### src/rtl/grey_counter.sv
// -----------------------------------------------------------------------------
// grey_counter
//
// Accumulating counter with a Gray-coded output. On every rising clock edge the
// unsigned step `a` is added to an internal WIDTH-bit binary count. The carry
// out of that addition is registered alongside the count. The output `g` is the
// reflected Gray code of the registered count.
//
// Ports (positional order is fixed for legacy instantiations):
//   a      in  WIDTH  unsigned step added to the count on each rising edge
//   clk    in  1      rising-edge clock
//   reset  in  1      synchronous, active-high; clears count and carry
//   g      out WIDTH  Gray code of the registered count (combinational)
//   c_out  out 1      registered carry-out of the most recent update
// -----------------------------------------------------------------------------
module grey_counter #(
    parameter int WIDTH = 4
) (
    input  logic [WIDTH-1:0] a,
    input  logic             clk,
    input  logic             reset,
    output logic [WIDTH-1:0] g,
    output logic             c_out
);

    logic [WIDTH-1:0] cnt_q;
    logic [WIDTH-1:0] cnt_d;
    logic             c_out_q;
    logic             c_out_d;

    // Explicit ripple-carry adder. carry[0] is the carry-in (always 0), and
    // carry[WIDTH] is the carry-out. That carry-out is 1 exactly when
    // cnt_q + a reaches 2^WIDTH.
    logic [WIDTH:0]   carry;
    logic [WIDTH-1:0] sum;

    assign carry[0] = 1'b0;

    generate
        for (genvar gi = 0; gi < WIDTH; gi++) begin : g_adder
            assign sum[gi]     = cnt_q[gi] ^ a[gi] ^ carry[gi];
            assign carry[gi+1] = (cnt_q[gi] & a[gi])
                               | (cnt_q[gi] & carry[gi])
                               | (a[gi] & carry[gi]);
        end
    endgenerate

    // Reset has priority over the addition. The sum wraps modulo 2^WIDTH
    // because only the low WIDTH bits are kept.
    always_comb begin
        cnt_d   = sum;
        c_out_d = carry[WIDTH];
        if (reset) begin
            cnt_d   = '0;
            c_out_d = 1'b0;
        end
    end

    always_ff @(posedge clk) begin
        cnt_q   <= cnt_d;
        c_out_q <= c_out_d;
    end

    // Binary to Gray conversion: g = cnt ^ (cnt >> 1). The MSB passes through
    // unchanged. Each lower bit is the XOR of a bit with its upper neighbour.
    generate
        for (genvar gi = 0; gi < WIDTH; gi++) begin : g_gray
            if (gi == WIDTH - 1) begin : g_msb
                assign g[gi] = cnt_q[gi];
            end else begin : g_low
                assign g[gi] = cnt_q[gi] ^ cnt_q[gi+1];
            end
        end
    endgenerate

    assign c_out = c_out_q;

endmodule

### config.mk
export PLATFORM = sky130hd
export DESIGN_NAME = grey_counter
export DESIGN_NICKNAME = d
export VERILOG_FILES = /design/src/rtl/grey_counter.sv
export SDC_FILE = /design/constraint.sdc
export NUM_CORES = 1
export LEC_CHECK = 0
export ABC_CLOCK_PERIOD_IN_PS = 2000
export BUFFER_PORTS_ARGS = -buffer_cell sky130_fd_sc_hd__buf_2
export CAP_MARGIN = 20
export CORE_AREA = 2 2 39 41
export CTS_BUF_LIST = sky130_fd_sc_hd__clkbuf_16
export DETAILED_ROUTE_END_ITERATION = 8
export DIE_AREA = 0 0 41 43
export SLEW_MARGIN = 20
export SYNTH_ARGS = -nofsm -noshare
export SYNTH_HDL_FRONTEND = slang
export SYNTH_SLANG_ARGS = --single-unit
### constraint.sdc
create_clock -name clk -period 2 [get_ports clk]
set_input_delay 0.3 -clock clk [delete_from_list [all_inputs] [get_ports clk]]
set_output_delay 0.3 -clock clk [all_outputs]
set_load 0.02 [all_outputs]
; ---- Word level (Yosys, flattened, before mapping)
; Index checks and enable logic that the tools add are counted.
[word_totals]
ff_bits = 5
inputBits = 6
output_inout_bits = 5
[classes]
bitwise = 26
[ops]
columns = cell, count
row1 = AND 1 bit, 10
row2 = XOR 1 bit, 10
row3 = OR 1 bit, 6

; ---- Longest topological paths before layout
[logic_depth]
ltp_word = 10
depth_mapped = 6
ltp_nobuf = 6

; ---- Least setup slack after synthesis
; OpenSTA, ideal clock, no wires.
[synth_path]
path_kind = input to register
startpoint = input a[0]
endpoint = register cnt_q[3]
arrival_ps = 1762
path_slack_ps = 174
cell_stages = 6
n_path_buf = 0
cell_sequence = ha_1 fa_1 fa_1 inv_1 fa_1 nor2_1
[synth_between]
elab_chain_cells = 8
[synth_lines]
columns = element, line
row1 = from (decl), 19  ; input logic [WIDTH-1:0] a,
row2 = AND 1 bit *, 42  ; assign carry[gi+1] = (cnt_q[gi] & a[gi])
row3 = AND 1 bit, 43  ; | (cnt_q[gi] & carry[gi])
row4 = OR 1 bit, 43
row5 = OR 1 bit *, 44  ; | (a[gi] & carry[gi]);
row6 = AND 1 bit, 43
row7 = OR 1 bit, 43
row8 = OR 1 bit *, 44
row9 = XOR 1 bit *, 41  ; assign sum[gi] = cnt_q[gi] ^ a[gi] ^ carry[gi];
row10 = to (signal assigned), 60  ; cnt_q <= cnt_d;
row11 = to (decl), 26  ; logic [WIDTH-1:0] cnt_q;
; Mark *: on every way between the ends. The rest lies on a longest branch, timed or not.
; A chain may end at the register's enable or synchronous reset.

; ---- Worst setup path after layout
[layout_path]
startpoint = register cnt_q[0]
endpoint = register cnt_q[3]
[layout_between]
elab_chain_cells = 8
[layout_lines]
columns = element, line
row1 = AND 1 bit *, 42
row2 = AND 1 bit, 43
row3 = OR 1 bit, 43
row4 = OR 1 bit *, 44
row5 = AND 1 bit, 43
row6 = OR 1 bit, 43
row7 = OR 1 bit *, 44
row8 = XOR 1 bit *, 41
; Marked as above.

==> reports/qor.csv <==
stage;metric;value;unit
outcome;status;finished, final reports clean;
hold_path;hp-class;in -> reg;
setup_path;cp.arrival;2.05;ns
pwr;power;596.4;µW
pwr;p_int;436.2;µW
clock_tree;cts_sinks;5;
layout;final_cell_mix;buf_2 (10), dfxtp_1 (5), inv_1 (4);
clock_tree;worstSkewPairLatency;0.22;ns
die;die_w;41;µm
die;ios;11;
placement;globalplace.congestion;0.6914;
layout;fill_cells;153;
timing;clock.fmax;0.5300;GHz
die;die_y;43;µm
clock_tree;cts_tree;built;
pwr;seq_power_share;0.234;
route;drc_errors;0;
layout;post-route-util;0.2785;
clock_tree;cts_repair_resize_count;0;
layout;drive_gt1_frac;0.3824;
pwr;power.leakage;0.0001987;µW
pwr;combPwrFrac;0.231;
setup_path;crit_start;cnt_q[0];
timing;rsz0062_at_grt;false;
route;vias;180;
timing;timing.hold.ws;0.2960;ns
clock_tree;cts_buffer_depth;2;
placement;place_ws;0.002527;ns
synthesis;netlist_area;244.0;µm²
pwr;pwr_density_cell;1548;nW/µm²
layout;regArea;100.1;µm²
pwr;p_sw_frac;0.2687;
hold_path;min_to;c_out;
grt;grt_pass1_wl;821;µm
setup_path;worstReg2RegStart;cnt_q[0];
route;ant_nets;0;
grt;gr-total-overflow;0;
timing;min_period_over_period;0.9433;
setup_path;worstRegToRegCells;6;
grt;grt_max_degree;6;
layout;final_common_cell;buf_2;
clock_tree;post_cts_buffers;0;
die;initial_core_util;0.1763;
timing;relSlewSlack;0.8822;
timing;min_period;1.887;ns
setup_path;path_max_fanout;2;
synthesis;yosysSeqAreaShare;0.4103;
setup_path;worst_setup_path_end_kind;flop;
layout;multi_input_comb_area;125.1;µm²
clock_tree;htree_levels;1;
timing;fin_ws;0.1133;ns
die;fp.dieArea;1763;µm²
synthesis;avgSynthCellArea;11.62;µm²
layout;fin_nets;45;
hold_path;hold_depth;2;
route;drt_iter0_markers;2;
timing;hold_viol;0;
setup_path;r2r_slack;0.11;ns
layout;diodes;0;
timing;slew_viol_final;0;
synthesis;syn-instance-count;21;
clock_tree;clkTransAtPathRegs;0.03;ns
clock_tree;cts-root-buf;clkbuf_16;
setup_path;reg2reg_to;cnt_q[3];
clock_tree;cts_hold_buffers;0;
setup_path;worstSetupPathType;reg -> reg;
layout;syn_to_final_growth;57.95;%
route;drt-total-wl;436;µm
die;coreArea;1384;µm²
synthesis;yosysUniqueCellTypes;8;
job;max_cap_violations;0;
synthesis;ys_warn_count;0;
pwr;power_switching;160.3;µW
hold_path;min-delay-start;reset;
placement;portBuffers;10;
timing;worst_pin_slew;0.1765;ns
timing;clock_skew;0.0001887;ns
clock_tree;cts_inserted_buffers;3;
die;rows;14;
route;routed_via_density;3.600;
setup_path;worstPathRequired;2.16;ns
grt;antenna_found_initial;0;
setup_path;critPathLaunchType;flop;
synthesis;synth_seq_cells;5;
pwr;peakVddDrop;0.3838;mV
timing;setup_viol;0;
pwr;pwr-share-clk;0.534;
timing;timing.setup.tns;0;ns
grt;grt_usage;0.08081;
synthesis;syn_nets;31;
grt;first_global_vias;231;
route;drt_first_pass_iters;3;
route;wl_per_cell;8.720;µm
placement;dp_hpwl;358.9;µm
## routing by layer
metal	up-vias	wire length, µm	GRT usage
li1	86	-	-
met1	86	168	0.06885
met2	6	209	0.1031
met3	2	49	0.05759
met4	0	8	0.1000
met5	-	0	0
## final cells by class
cell class | instances | share of cell area
inverters | 3 | 0.02922
flip-flops and latches | 5 | 0.2597
multi-input cells | 12 | 0.3247
well taps | 16 | 0.05195
repair buffers | 10 | 0.1299
clock buffers | 3 | 0.1948
clock inverters | 1 | 0.009740
## Yosys cell counts
cell type,number,share of area
ha_1,1,0.051
fa_1,3,0.25
buf_4,1,0.031
nor2b_1,3,0.077
nor2_1,2,0.031
xor2_1,3,0.11
inv_1,3,0.046
dfxtp_1,5,0.41
## per-stage QoR
| step | std cells | instance area [µm²] |
|---|---|---|
| final | 50 | 385.4 |
| after CTS | 50 | 385.4 |
| after global routing | 50 | 385.4 |
| after detailed placement | 46 | 306.5 |
| after floorplan | 21 | 244.0 |
| after global placement | 46 | 306.5 |
## power by group through the flow
stage	combinational, µW	sequential (µW)	clock [µW]
global route	154	144	333
floorplan	97.2	142	0
CTS	142	141	324
detailed placement	141	142	0
global placement	133	141	0
finish	138	140	319
## registers in the layout, indices dropped and copies added, names as in the netlist
name,cells
cnt_q,4
c_out,1
## worst max-delay path, stage by stage (launching register included)
cell and delay, ns:
dfxtp_1 0.31, ha_1 0.19, fa_1 0.38, fa_1 0.37, inv_1 0.07, fa_1 0.41
nor2_1 0.10
## how the worst max path moves through the flow
stage,slack [ns],end
2_1_floorplan,0.17,cnt_q[3]
3_3_place_gp,0.03,cnt_q[3]
3_5_place_dp,0.003,cnt_q[3]
4_1_cts,0.1,cnt_q[3]
5_1_grt,0.02,cnt_q[3]
6_report,0.11,cnt_q[3]
## cells by family after synthesis
kind of cell	synth area share
buf+inv	0.07693
xor+xnor	0.1077
flops	0.4103
fa+ha+maj	0.2974
simple gates	0.1077
(Power assumes the default switching activity.)
